<file path="src/rtl/decode_ctrl_pipe_pkg.sv">
// Shared opcode, ALU and FSM encodings for the decode-stage control pipeline.
// Helper functions classify opcodes by register and flag usage.
package decode_ctrl_pipe_pkg;

    typedef enum logic [3:0] {
        OP_ADD  = 4'd0,
        OP_ADDZ = 4'd1,
        OP_SUB  = 4'd2,
        OP_AND  = 4'd3,
        OP_NOR  = 4'd4,
        OP_SLL  = 4'd5,
        OP_SRL  = 4'd6,
        OP_SRA  = 4'd7,
        OP_LW   = 4'd8,
        OP_SW   = 4'd9,
        OP_LHB  = 4'd10,
        OP_LLB  = 4'd11,
        OP_B    = 4'd12,
        OP_JAL  = 4'd13,
        OP_JR   = 4'd14,
        OP_HLT  = 4'd15
    } opcode_e;

    typedef enum logic [3:0] {
        ALU_ADD = 4'd0,
        ALU_SUB = 4'd1,
        ALU_AND = 4'd2,
        ALU_NOR = 4'd3,
        ALU_SLL = 4'd4,
        ALU_SRL = 4'd5,
        ALU_SRA = 4'd6,
        ALU_LHB = 4'd7,
        ALU_NOP = 4'd15
    } alu_op_e;

    typedef enum logic [1:0] {
        ST_RUN    = 2'd0,
        ST_DRAIN  = 2'd1,
        ST_HALTED = 2'd2
    } state_e;

    function automatic logic sets_flags(input opcode_e op);
        return op inside {OP_ADD, OP_ADDZ, OP_SUB, OP_AND, OP_NOR, OP_SLL, OP_SRL, OP_SRA};
    endfunction

    function automatic logic reads_rs1(input opcode_e op);
        return !(op inside {OP_HLT, OP_B, OP_JAL});
    endfunction

    function automatic logic reads_rs2(input opcode_e op);
        return op inside {OP_ADD, OP_ADDZ, OP_SUB, OP_AND, OP_NOR, OP_SW};
    endfunction

endpackage

</file>
<file path="src/rtl/decode_ctrl_pipe_if.sv">
// IF/ID-to-ID/EX control bus: decode-slot inputs, stall/halt status and the
// registered execute-stage control fields.
interface decode_ctrl_pipe_if #(
    parameter int REG_W   = 4,
    parameter int INSTR_W = 16
);
    logic               id_valid;
    logic [INSTR_W-1:0] id_instr;
    logic               z_flag;
    logic               flush;
    logic               stall_o;

    logic               ex_valid;
    logic [REG_W-1:0]   ex_rdReg1;
    logic [REG_W-1:0]   ex_rdReg2;
    logic [REG_W-1:0]   ex_wrReg;
    logic               ex_wrRegEn;
    logic               ex_memRd;
    logic               ex_memWr;
    logic               ex_mem2reg;
    logic               ex_aluSrc;
    logic               ex_sawBr;
    logic               ex_sawJ;
    logic               ex_setFlags;
    logic [3:0]         ex_aluOp;
    logic [3:0]         ex_shAmt;
    logic               halted_o;

    modport master (
        output id_valid, id_instr, z_flag, flush,
        input  stall_o, ex_valid, ex_rdReg1, ex_rdReg2, ex_wrReg, ex_wrRegEn,
               ex_memRd, ex_memWr, ex_mem2reg, ex_aluSrc, ex_sawBr, ex_sawJ,
               ex_setFlags, ex_aluOp, ex_shAmt, halted_o
    );

    modport slave (
        input  id_valid, id_instr, z_flag, flush,
        output stall_o, ex_valid, ex_rdReg1, ex_rdReg2, ex_wrReg, ex_wrRegEn,
               ex_memRd, ex_memWr, ex_mem2reg, ex_aluSrc, ex_sawBr, ex_sawJ,
               ex_setFlags, ex_aluOp, ex_shAmt, halted_o
    );

endinterface

</file>
<file path="src/rtl/decode_ctrl_comb.sv">
// Purely combinational instruction-to-control decode for the ID stage.
// Instruction layout: opcode | field A | field B | field C (REG_W bits each).
module decode_ctrl_comb
    import decode_ctrl_pipe_pkg::*;
#(
    parameter int REG_W    = 4,
    parameter int INSTR_W  = 4 + 3 * REG_W,
    parameter int LINK_REG = 15
) (
    input  logic [INSTR_W-1:0] instr_i,
    input  logic               z_flag_i,
    output logic [REG_W-1:0]   rd_reg1_o,
    output logic [REG_W-1:0]   rd_reg2_o,
    output logic [REG_W-1:0]   wr_reg_o,
    output logic               rd_en1_o,
    output logic               rd_en2_o,
    output logic               wr_reg_en_o,
    output logic               mem_rd_o,
    output logic               mem_wr_o,
    output logic               mem2reg_o,
    output logic               alu_src_o,
    output logic               saw_br_o,
    output logic               saw_j_o,
    output logic               set_flags_o,
    output logic [3:0]         alu_op_o,
    output logic [3:0]         sh_amt_o
);
    opcode_e          op;
    logic [REG_W-1:0] fa;
    logic [REG_W-1:0] fb;
    logic [REG_W-1:0] fc;

    assign op = opcode_e'(instr_i[INSTR_W-1 -: 4]);
    assign fa = instr_i[3*REG_W-1 -: REG_W];
    assign fb = instr_i[2*REG_W-1 -: REG_W];
    assign fc = instr_i[REG_W-1:0];

    always_comb begin
        rd_reg1_o = fb;
        if (op == OP_LHB)
            rd_reg1_o = fa;
        else if (op == OP_LLB)
            rd_reg1_o = '0;

        // SW reads its store data from field A
        rd_reg2_o = fc;
        if (op == OP_SW)
            rd_reg2_o = fa;
        else if (op == OP_JR)
            rd_reg2_o = '0;

        wr_reg_o = fa;
        if (op == OP_JAL)
            wr_reg_o = REG_W'(LINK_REG);
        else if (op inside {OP_SW, OP_B, OP_JR, OP_HLT})
            wr_reg_o = '0;

        rd_en1_o = reads_rs1(op);
        rd_en2_o = reads_rs2(op);

        wr_reg_en_o = !(op inside {OP_HLT, OP_SW, OP_B, OP_JR});
        if (op == OP_ADDZ)
            wr_reg_en_o = z_flag_i;

        mem_rd_o  = (op == OP_LW);
        mem_wr_o  = (op == OP_SW);
        mem2reg_o = mem_rd_o;

        alu_src_o = rd_en2_o;
        if (op inside {OP_LLB, OP_SW})
            alu_src_o = 1'b0;
        else if (op == OP_JR)
            alu_src_o = 1'b1;

        saw_br_o    = (op == OP_B);
        saw_j_o     = (op inside {OP_JAL, OP_JR});
        set_flags_o = sets_flags(op);

        case (op)
            OP_ADD, OP_ADDZ, OP_LW, OP_SW, OP_LLB, OP_JR: alu_op_o = ALU_ADD;
            OP_SUB:  alu_op_o = ALU_SUB;
            OP_AND:  alu_op_o = ALU_AND;
            OP_NOR:  alu_op_o = ALU_NOR;
            OP_SLL:  alu_op_o = ALU_SLL;
            OP_SRL:  alu_op_o = ALU_SRL;
            OP_SRA:  alu_op_o = ALU_SRA;
            OP_LHB:  alu_op_o = ALU_LHB;
            default: alu_op_o = ALU_NOP;
        endcase

        sh_amt_o = instr_i[3:0];
    end

endmodule

</file>
<file path="src/rtl/decode_ctrl_pipe.sv">
// Registered decode stage: hazard detection, bubble/flush insertion, ID/EX control
// register and the HLT drain state machine.
module decode_ctrl_pipe
    import decode_ctrl_pipe_pkg::*;
#(
    parameter int REG_W     = 4,
    parameter int INSTR_W   = 16,
    parameter int DRAIN_CYC = 3,
    parameter int LINK_REG  = 15
) (
    input  logic              clk,
    input  logic              rst,
    decode_ctrl_pipe_if.slave bus
);
    localparam int CNT_W = (DRAIN_CYC > 1) ? $clog2(DRAIN_CYC) : 1;

    generate
        if (INSTR_W != 4 + 3 * REG_W) begin : g_bad_instr_w
            $error("decode_ctrl_pipe: INSTR_W must equal 4 + 3*REG_W");
        end
        if (DRAIN_CYC < 1) begin : g_bad_drain
            $error("decode_ctrl_pipe: DRAIN_CYC must be at least 1");
        end
    endgenerate

    typedef struct packed {
        logic             valid;
        logic [REG_W-1:0] rd1;
        logic [REG_W-1:0] rd2;
        logic [REG_W-1:0] wr;
        logic             wr_en;
        logic             mem_rd;
        logic             mem_wr;
        logic             mem2reg;
        logic             alu_src;
        logic             saw_br;
        logic             saw_j;
        logic             set_flags;
        logic [3:0]       alu_op;
        logic [3:0]       sh_amt;
    } ex_ctl_t;

    logic [REG_W-1:0] dec_rd1;
    logic [REG_W-1:0] dec_rd2;
    logic [REG_W-1:0] dec_wr;
    logic             dec_rd_en1;
    logic             dec_rd_en2;
    logic             dec_wr_en;
    logic             dec_mem_rd;
    logic             dec_mem_wr;
    logic             dec_mem2reg;
    logic             dec_alu_src;
    logic             dec_saw_br;
    logic             dec_saw_j;
    logic             dec_set_flags;
    logic [3:0]       dec_alu_op;
    logic [3:0]       dec_sh_amt;

    decode_ctrl_comb #(
        .REG_W    (REG_W),
        .INSTR_W  (INSTR_W),
        .LINK_REG (LINK_REG)
    ) u_decode (
        .instr_i     (bus.id_instr),
        .z_flag_i    (bus.z_flag),
        .rd_reg1_o   (dec_rd1),
        .rd_reg2_o   (dec_rd2),
        .wr_reg_o    (dec_wr),
        .rd_en1_o    (dec_rd_en1),
        .rd_en2_o    (dec_rd_en2),
        .wr_reg_en_o (dec_wr_en),
        .mem_rd_o    (dec_mem_rd),
        .mem_wr_o    (dec_mem_wr),
        .mem2reg_o   (dec_mem2reg),
        .alu_src_o   (dec_alu_src),
        .saw_br_o    (dec_saw_br),
        .saw_j_o     (dec_saw_j),
        .set_flags_o (dec_set_flags),
        .alu_op_o    (dec_alu_op),
        .sh_amt_o    (dec_sh_amt)
    );

    ex_ctl_t          ex_d;
    ex_ctl_t          ex_q;
    state_e           state_q;
    logic [CNT_W-1:0] cnt_q;
    logic             halted_q;

    opcode_e id_op;
    logic    load_use;
    logic    flag_stall;
    logic    hazard;
    logic    running;
    logic    stall;
    logic    issue;

    assign id_op = opcode_e'(bus.id_instr[INSTR_W-1 -: 4]);

    // Register 0 is never a real load destination, so it cannot create a hazard.
    assign load_use = ex_q.valid && ex_q.mem_rd && (ex_q.wr != '0) &&
                      ((dec_rd_en1 && (dec_rd1 == ex_q.wr)) ||
                       (dec_rd_en2 && (dec_rd2 == ex_q.wr)));
    // ADDZ must see the Z produced by the flag setter ahead of it.
    assign flag_stall = (id_op == OP_ADDZ) && ex_q.valid && ex_q.set_flags;
    assign hazard     = bus.id_valid && (load_use || flag_stall);
    assign running    = (state_q == ST_RUN);
    assign stall      = !bus.flush && (!running || hazard);
    assign issue      = running && !bus.flush && bus.id_valid && !hazard;

    always_comb begin
        ex_d        = '0;
        ex_d.alu_op = ALU_NOP;
        if (issue) begin
            ex_d.valid     = 1'b1;
            ex_d.rd1       = dec_rd1;
            ex_d.rd2       = dec_rd2;
            ex_d.wr        = dec_wr;
            ex_d.wr_en     = dec_wr_en;
            ex_d.mem_rd    = dec_mem_rd;
            ex_d.mem_wr    = dec_mem_wr;
            ex_d.mem2reg   = dec_mem2reg;
            ex_d.alu_src   = dec_alu_src;
            ex_d.saw_br    = dec_saw_br;
            ex_d.saw_j     = dec_saw_j;
            ex_d.set_flags = dec_set_flags;
            ex_d.alu_op    = dec_alu_op;
            ex_d.sh_amt    = dec_sh_amt;
        end
    end

    always_ff @(posedge clk or posedge rst) begin
        if (rst) begin
            ex_q        <= '0;
            ex_q.alu_op <= ALU_NOP;
        end else begin
            ex_q <= ex_d;
        end
    end

    // HLT issues itself as a valid no-op; DRAIN then lets older work retire.
    always_ff @(posedge clk or posedge rst) begin
        if (rst) begin
            state_q  <= ST_RUN;
            cnt_q    <= '0;
            halted_q <= 1'b0;
        end else begin
            case (state_q)
                ST_RUN: begin
                    if (issue && (id_op == OP_HLT)) begin
                        state_q <= ST_DRAIN;
                        cnt_q   <= CNT_W'(DRAIN_CYC - 1);
                    end
                end
                ST_DRAIN: begin
                    if (bus.flush) begin
                        state_q <= ST_RUN;
                        cnt_q   <= '0;
                    end else if (cnt_q == '0) begin
                        state_q  <= ST_HALTED;
                        halted_q <= 1'b1;
                    end else begin
                        cnt_q <= cnt_q - 1'b1;
                    end
                end
                ST_HALTED: begin
                    halted_q <= 1'b1;
                end
                default: begin
                    state_q  <= ST_RUN;
                    cnt_q    <= '0;
                    halted_q <= 1'b0;
                end
            endcase
        end
    end

    assign bus.stall_o     = stall;
    assign bus.ex_valid    = ex_q.valid;
    assign bus.ex_rdReg1   = ex_q.rd1;
    assign bus.ex_rdReg2   = ex_q.rd2;
    assign bus.ex_wrReg    = ex_q.wr;
    assign bus.ex_wrRegEn  = ex_q.wr_en;
    assign bus.ex_memRd    = ex_q.mem_rd;
    assign bus.ex_memWr    = ex_q.mem_wr;
    assign bus.ex_mem2reg  = ex_q.mem2reg;
    assign bus.ex_aluSrc   = ex_q.alu_src;
    assign bus.ex_sawBr    = ex_q.saw_br;
    assign bus.ex_sawJ     = ex_q.saw_j;
    assign bus.ex_setFlags = ex_q.set_flags;
    assign bus.ex_aluOp    = ex_q.alu_op;
    assign bus.ex_shAmt    = ex_q.sh_amt;
    assign bus.halted_o    = halted_q;

endmodule

</file>
<file path="src/flat_wrapper.sv">
// flat-port wrapper written by rule: the top's interface ports become plain ports
module decode_ctrl_pipe_flat import decode_ctrl_pipe_pkg::*;
#(
    parameter int REG_W     = 4,
    parameter int INSTR_W   = 16,
    parameter int DRAIN_CYC = 3,
    parameter int LINK_REG  = 15
)
  (clk, rst, bus_id_valid, bus_id_instr, bus_z_flag, bus_flush, bus_stall_o, bus_ex_valid, bus_ex_rdReg1, bus_ex_rdReg2, bus_ex_wrReg, bus_ex_wrRegEn, bus_ex_memRd, bus_ex_memWr, bus_ex_mem2reg, bus_ex_aluSrc, bus_ex_sawBr, bus_ex_sawJ, bus_ex_setFlags, bus_ex_aluOp, bus_ex_shAmt, bus_halted_o);
  decode_ctrl_pipe_if #(.REG_W(REG_W), .INSTR_W(INSTR_W)) bus_i ();
  input  logic clk;
  input  logic rst;
  input wire logic [$bits(bus_i.id_valid)-1:0] bus_id_valid;
  input wire logic [$bits(bus_i.id_instr)-1:0] bus_id_instr;
  input wire logic [$bits(bus_i.z_flag)-1:0] bus_z_flag;
  input wire logic [$bits(bus_i.flush)-1:0] bus_flush;
  output wire logic [$bits(bus_i.stall_o)-1:0] bus_stall_o;
  output wire logic [$bits(bus_i.ex_valid)-1:0] bus_ex_valid;
  output wire logic [$bits(bus_i.ex_rdReg1)-1:0] bus_ex_rdReg1;
  output wire logic [$bits(bus_i.ex_rdReg2)-1:0] bus_ex_rdReg2;
  output wire logic [$bits(bus_i.ex_wrReg)-1:0] bus_ex_wrReg;
  output wire logic [$bits(bus_i.ex_wrRegEn)-1:0] bus_ex_wrRegEn;
  output wire logic [$bits(bus_i.ex_memRd)-1:0] bus_ex_memRd;
  output wire logic [$bits(bus_i.ex_memWr)-1:0] bus_ex_memWr;
  output wire logic [$bits(bus_i.ex_mem2reg)-1:0] bus_ex_mem2reg;
  output wire logic [$bits(bus_i.ex_aluSrc)-1:0] bus_ex_aluSrc;
  output wire logic [$bits(bus_i.ex_sawBr)-1:0] bus_ex_sawBr;
  output wire logic [$bits(bus_i.ex_sawJ)-1:0] bus_ex_sawJ;
  output wire logic [$bits(bus_i.ex_setFlags)-1:0] bus_ex_setFlags;
  output wire logic [$bits(bus_i.ex_aluOp)-1:0] bus_ex_aluOp;
  output wire logic [$bits(bus_i.ex_shAmt)-1:0] bus_ex_shAmt;
  output wire logic [$bits(bus_i.halted_o)-1:0] bus_halted_o;
  assign bus_i.id_valid = bus_id_valid;
  assign bus_i.id_instr = bus_id_instr;
  assign bus_i.z_flag = bus_z_flag;
  assign bus_i.flush = bus_flush;
  assign bus_stall_o = bus_i.stall_o;
  assign bus_ex_valid = bus_i.ex_valid;
  assign bus_ex_rdReg1 = bus_i.ex_rdReg1;
  assign bus_ex_rdReg2 = bus_i.ex_rdReg2;
  assign bus_ex_wrReg = bus_i.ex_wrReg;
  assign bus_ex_wrRegEn = bus_i.ex_wrRegEn;
  assign bus_ex_memRd = bus_i.ex_memRd;
  assign bus_ex_memWr = bus_i.ex_memWr;
  assign bus_ex_mem2reg = bus_i.ex_mem2reg;
  assign bus_ex_aluSrc = bus_i.ex_aluSrc;
  assign bus_ex_sawBr = bus_i.ex_sawBr;
  assign bus_ex_sawJ = bus_i.ex_sawJ;
  assign bus_ex_setFlags = bus_i.ex_setFlags;
  assign bus_ex_aluOp = bus_i.ex_aluOp;
  assign bus_ex_shAmt = bus_i.ex_shAmt;
  assign bus_halted_o = bus_i.halted_o;
  decode_ctrl_pipe #(.REG_W(REG_W), .INSTR_W(INSTR_W), .DRAIN_CYC(DRAIN_CYC), .LINK_REG(LINK_REG)) u_core (.clk(clk), .rst(rst), .bus(bus_i));
endmodule
</file>
<file path="config.mk">
export PLATFORM = sky130hd
export DESIGN_NAME = decode_ctrl_pipe_flat
export DESIGN_NICKNAME = d
export VERILOG_FILES = /design/src/rtl/decode_ctrl_pipe_pkg.sv /design/src/rtl/decode_ctrl_pipe_if.sv /design/src/rtl/decode_ctrl_comb.sv /design/src/rtl/decode_ctrl_pipe.sv /design/src/flat_wrapper.sv
export SDC_FILE = /design/constraint.sdc
export NUM_CORES = 1
export LEC_CHECK = 0
export CORE_ASPECT_RATIO = 1.1
export CORE_MARGIN = 1.5
export CORE_UTILIZATION = 43
export DETAILED_ROUTE_END_ITERATION = 7
export PLACE_DENSITY = 0.76
export SLEW_MARGIN = 20
export SYNTH_ARGS = -nofsm -noshare
export SYNTH_HDL_FRONTEND = slang
export SYNTH_SLANG_ARGS = --single-unit
</file>
<file path="constraint.sdc">
create_clock -name clk -period 2 [get_ports clk]
set_clock_uncertainty 0.15 [all_clocks]
set_input_delay 0.2 -clock clk [delete_from_list [all_inputs] [get_ports clk]]
set_output_delay 0.2 -clock clk [all_outputs]
set_load 0.05 [all_outputs]
</file>
Word-level counts from Yosys, hierarchy flattened
Memory sizes are Yosys's and may differ from the RTL's. Index checks and enable logic that the tools add are counted.

Bits in registers: 34. Bits in read-only memories: 64. Input port bits: 21. Output and inout port bits: 31. Memories kept: 1.

Memory list: (no name shown) (words 16, bits a word 4, read ports 1, clocked after memory_dff 0, write ports 0, RTL line decode_ctrl_comb.sv:79) `case (op)`.

Add/subtract/negate cells: 1. Equal/unequal tests: 24. Multiplexer cells: 21. Bitwise logic cells: 2. Reduce and logical (&&, ||, !) cells: 34.

Operator list (count): 4-bit == test (second input constant) (8); 29-bit two-way mux (1); 4-bit two-way mux (6); 4-bit by 3-bit == test with 1-bit output (second input constant) (4); 1-bit logical AND (13); 2-bit two-way mux (6); 2-bit case mux with 3 select lines (2); 3-bit AND reduction (3); 4-bit by 2-bit == test with 1-bit output (second input constant) (2); 4-bit == test (2); 4-bit nonzero test (2); 8-bit nonzero test (1); 6-bit nonzero test (1); 1-bit zero test (5); 1-bit two-way mux (5); 4-bit by 1-bit == test with 1-bit output (second input constant) (1); 2-bit zero test (2); 4-bit zero test (1); 2-bit inequality test (second input constant) (2); 2-bit nonzero test (2); 1-bit logical OR (3); 3-bit by 2-bit inequality test with 1-bit output (second input constant) (1); 3-bit inequality test (second input constant) (1); 1-bit case mux with 3 select lines (1); other kinds (6) (7).

Depth between registers and ports, before layout
Depth after elaboration: 14. Depth in mapped cells: 12. Mapped depth without buffers: 10.

By module
A second synthesis with hierarchy kept.

Cells, all modules: 197. Area total of the unflattened synthesis: 1990.7 µm².

By module, submodules not included: decode_ctrl_pipe (times used 1, cells an instance 121, area each 1455.1 µm², seq. area each 855.8 µm²); decode_ctrl_comb (times used 1, cells an instance 76, area each 535.5 µm², seq. area each 0.0 µm²).

Least setup slack after synthesis
No wires, ideal clock.

Path kind: input-to-output. Start point: input port bus_id_instr[12]. End point: output port bus_stall_o. Arrival: 2532 ps. Data required time: 1650 ps. Path slack: -882 ps. Cell stages on the path: 10. Cells stage by stage: inv_1 > ha_1 > buf_4 > or2_1 > nand2_1 > a221o_1 > a2111oi_2 > a31o_1 > o21ai_0 > a21oi_1.

Cells in the longest elaborated chain, start to end: 11.

Ends and longest elaborated chain: start: declaration (RTL line flat_wrapper.sv:14) `input wire logic [$bits(bus_i.id_instr)-1:0] bus_id_instr;`; 4-bit == test, on equally long branches (RTL line decode_ctrl_comb.sv:42, decode_ctrl_comb.sv:49); 4-bit two-way mux, on equally long branches (RTL line decode_ctrl_comb.sv:42, decode_ctrl_comb.sv:49); 4-bit two-way mux, on equally long branches (RTL line decode_ctrl_comb.sv:40, decode_ctrl_comb.sv:47); 4-bit == test, on equally long branches (RTL line decode_ctrl_pipe.sv:101, decode_ctrl_pipe.sv:102); 1-bit logical AND, on equally long branches (RTL line decode_ctrl_pipe.sv:101, decode_ctrl_pipe.sv:102); 1-bit logical OR (RTL line decode_ctrl_pipe.sv:101) `((dec_rd_en1 && (dec_rd1 == ex_q.wr)) ||`; 1-bit logical AND (RTL line decode_ctrl_pipe.sv:100) `assign load_use = ex_q.valid && ex_q.mem_rd && (ex_q.wr != '0) &&`; 1-bit logical OR * (RTL line decode_ctrl_pipe.sv:105) `assign hazard = bus.id_valid && (load_use || flag_stall);`; 1-bit logical AND * (RTL line decode_ctrl_pipe.sv:105); 1-bit logical OR * (RTL line decode_ctrl_pipe.sv:107) `assign stall = !bus.flush && (!running || hazard);`; 1-bit logical AND * (RTL line decode_ctrl_pipe.sv:107); end: declaration (RTL line flat_wrapper.sv:17) `output wire logic [$bits(bus_i.stall_o)-1:0] bus_stall_o;`.

Mark *: on every way between the ends. The rest lies on a longest branch, timed or not.

Worst setup path after layout
Start point: input port bus_id_instr[13]. End point: output port bus_stall_o.

Same word-level chain as after synthesis.

==> metrics.txt <==
Starting DRT DRC Count=131; run status=finished with violations; Final Setup Violations=28; Clk pwr share=20.1%; ANT cells=0; core footprint=4050 sq um; Layout area overhead=73.7%; Hold Crit Class=input pin to async pin; Async SR Flop Fraction=100%; number of synthesized flops with an enable pin=0; Net Sw Power=997 uW; WP data arrival=2.24 ns; Tmin final=2.59 ns; Final Slew Violations=0; RSZ-0062 raised after global routing=yes; achievable frequency=387 MHz; # IOs=52; post-route cell area=3240 sq um; Placed Area=2780 sq um; die area=4740 sq um; CTS max path bufs=2; Fin. Hold Viols=0; Internal=1.55 mW; r2r worst-path depth=8; nets=327; Syn Inst Count=189; Port Buf Inserts=51; commonest non-fill, non-tap cells in the layout=53 x buf_4, 40 x clkdlybuf4s50_1, 26 x dfrtp_1; Synth Cell Area=1860 sq um; Final Worst Setup Slack=-0.585 ns; r2r setup slk=-0.45 ns; Die X=65.8 um; Seq/Total Area, Yosys=44.6%; std cell rows=24; drt total wl=6440 um; Antenna Nets Post-Route=0; Worst setup EP type=output port; vias in the first global route=1904; critical path required time=1.65 ns; dpl ws=-1.03 ns; largest net degree at the start of global routing=34; antenna violations before repair=0; GR Util All Layers=24.1%; post-DR vias/cell=5.50; TritonRoute pass-1 iters=4; Seq pwr share=32.2%; first-pass GRT wire length=8670 um; Leak=1.44 nW; CP max stage cell=a221o_1; Comb pwr share=47.7%; Avg Cell Area, Syn=9.86 sq um; cts bufs inserted=5; H-tree depth=2; layout cell share with drive strength beyond 1=47.3%; Tcrit/Tclk final=129%; CTS root buffer=clkbuf_8; Synth Flop Type=dfrtp_1; Min Hold Slack=0.175 ns; switching part of the total power=39.2%; Slowest Stage Delay on Critical Path=0.37 ns; CP Cell Sequence=buf_8 > ha_4 > and3b_2 > buf_6 > a221o_1 > a2111oi_4 > a31o_1 > o21ai_4 > a21oi_4 > buf_12; max cap viols=0; violations in the final reports=setup timing; critical-path maximum fanout=4; CTS tree=done; Fill cells=239; Placer Congestion=0.896; clock latency at the later pin of the worst-skew pair=0.28 ns; Total Power=2.54 mW; crit path launch type=input pin; post-synthesis register bit count=33; Yosys cell types=49; Sink Count=33; total gr overflow=0; most common cell after layout, fill and taps aside=buf_4; CTS clk-pin slew, worst paths=0.06 ns; hold-fix buffer count after cts=0; Rel. slew slack=65.3%; post-DP HPWL=3930 um; kind of critical path=input pin to output port; worst-case vdd ir drop=0.000433 V; Post-Syn Nets=219; slew of the pin with the lowest slew margin=0.519 ns; Die Ht=72.0 um; DRC=0; pwr/cell area=786 nW/um^2; WL/cell=18.4 um; Yosys warnings=0; routed vias=1924; Starting Density=46.0%
[path summary, 6_finish.rpt]
kind | start | end
min in group clk | bus_id_instr[13] | u_core.bus.ex_aluOp[3]
max reg2reg | u_core.bus.ex_wrReg[3] | u_core.bus.ex_aluSrc
min reg2reg | u_core.cnt_q[1] | u_core.cnt_q[1]
min | rst | u_core.state_q[0]
max | bus_id_instr[13] | bus_stall_o
max in group asynchronous | rst | u_core.bus.ex_aluOp[2]
[repair_timing]
action / in CTS / in global routing
buffers inserted: 6 / 4
gates cloned: 0 / 2
endpoints found under the setup margin: 31 / 31
endpoints found under the hold margin: 0 / 0
pin swaps: 16 / 29
gates resized for setup: 39 / 44
[cell families after synthesis]
| logic type | share of synthesized area (%) |
|---|---|
| AND/OR/NAND/NOR | 21.4 |
| AO/OA/AOI/OAI | 17.9 |
| flip-flops | 44.6 |
| buffers and inverters | 6.45 |
| adder cells (fa/ha/maj) | 6.04 |
| XOR/XNOR | 1.88 |
| multiplexers | 1.68 |
[synth_stat cells (all sizes together), types with 4 or more instances]
library cell / count / area [sq um]
nor3: 7 / 35.0
buf: 8 / 72.6
inv: 11 / 43.8
dfstp: 4 / 105
a32o: 4 / 40.0
and3: 5 / 31.3
and2: 6 / 40.0
nand2b: 5 / 31.3
nor2: 23 / 131
ha: 9 / 113
a21oi: 17 / 85.1
dfrtp: 29 / 726
o21ai: 11 / 55.1
nand2: 12 / 45.0
[power by group through the flow]
stage	Clock, mW	Sequential, mW	Combinational, mW
finish	0.512	0.819	1.21
global route	0.548	0.828	1.28
CTS	0.521	0.818	1.09
detailed placement	0	0.828	1.06
global placement	0	0.823	1.04
floorplan	0	1.09	0.411
[through the flow]
step	TNS, ns	instances	util, %
after CTS	-8.51	344	73.8
after global routing	-11.95	350	79.8
after floorplan	-8.00	189	-
after global placement	-24.88	330	68.5
after detailed placement	-27.37	330	68.5
final	-10.43	350	79.8
[flip-flops by register name (all words and copies together) (netlist names)]
register,flops
u_core.bus.ex_aluOp,4
u_core.bus.ex_rdReg1,4
u_core.bus.ex_rdReg2,4
u_core.bus.ex_shAmt,4
u_core.bus.ex_wrReg,4
u_core.cnt_q,2
u_core.state_q,2
u_core.bus.ex_aluSrc,1
u_core.bus.ex_mem2reg,1
u_core.bus.ex_memWr,1
u_core.bus.ex_sawBr,1
u_core.bus.ex_sawJ,1
u_core.bus.ex_setFlags,1
u_core.bus.ex_valid,1
u_core.bus.ex_wrRegEn,1
u_core.bus.halted_o,1
[routing by layer]
metal  GRT usage, %  vias up  wire length, um
met3           4.96       25              331
met1           28.3      934             2450
met2           41.9       89             3390
li1               -      876                -
met5              0        -                0
met4           11.3        0              274
[area by class of cell]
type | count | area [sq um] | area share (%)
repair inverters | 1 | 6.26 | 0.193
well taps | 52 | 65.1 | 2.01
repair buffers | 109 | 1020 | 31.5
clock buffers | 8 | 90.1 | 2.78
inverters | 11 | 48.8 | 1.51
multi-input cells | 136 | 1170 | 36.2
flip-flops and latches | 33 | 835 | 25.8
[critical path: cells and delay by family]
kind,cells,cell delay [ns]
compound gates,5,1.26
buf+inv,3,0.39
simple gates,1,0.22
fa+ha+maj,1,0.16
Note: power is estimated with default switching activity, not from simulation.
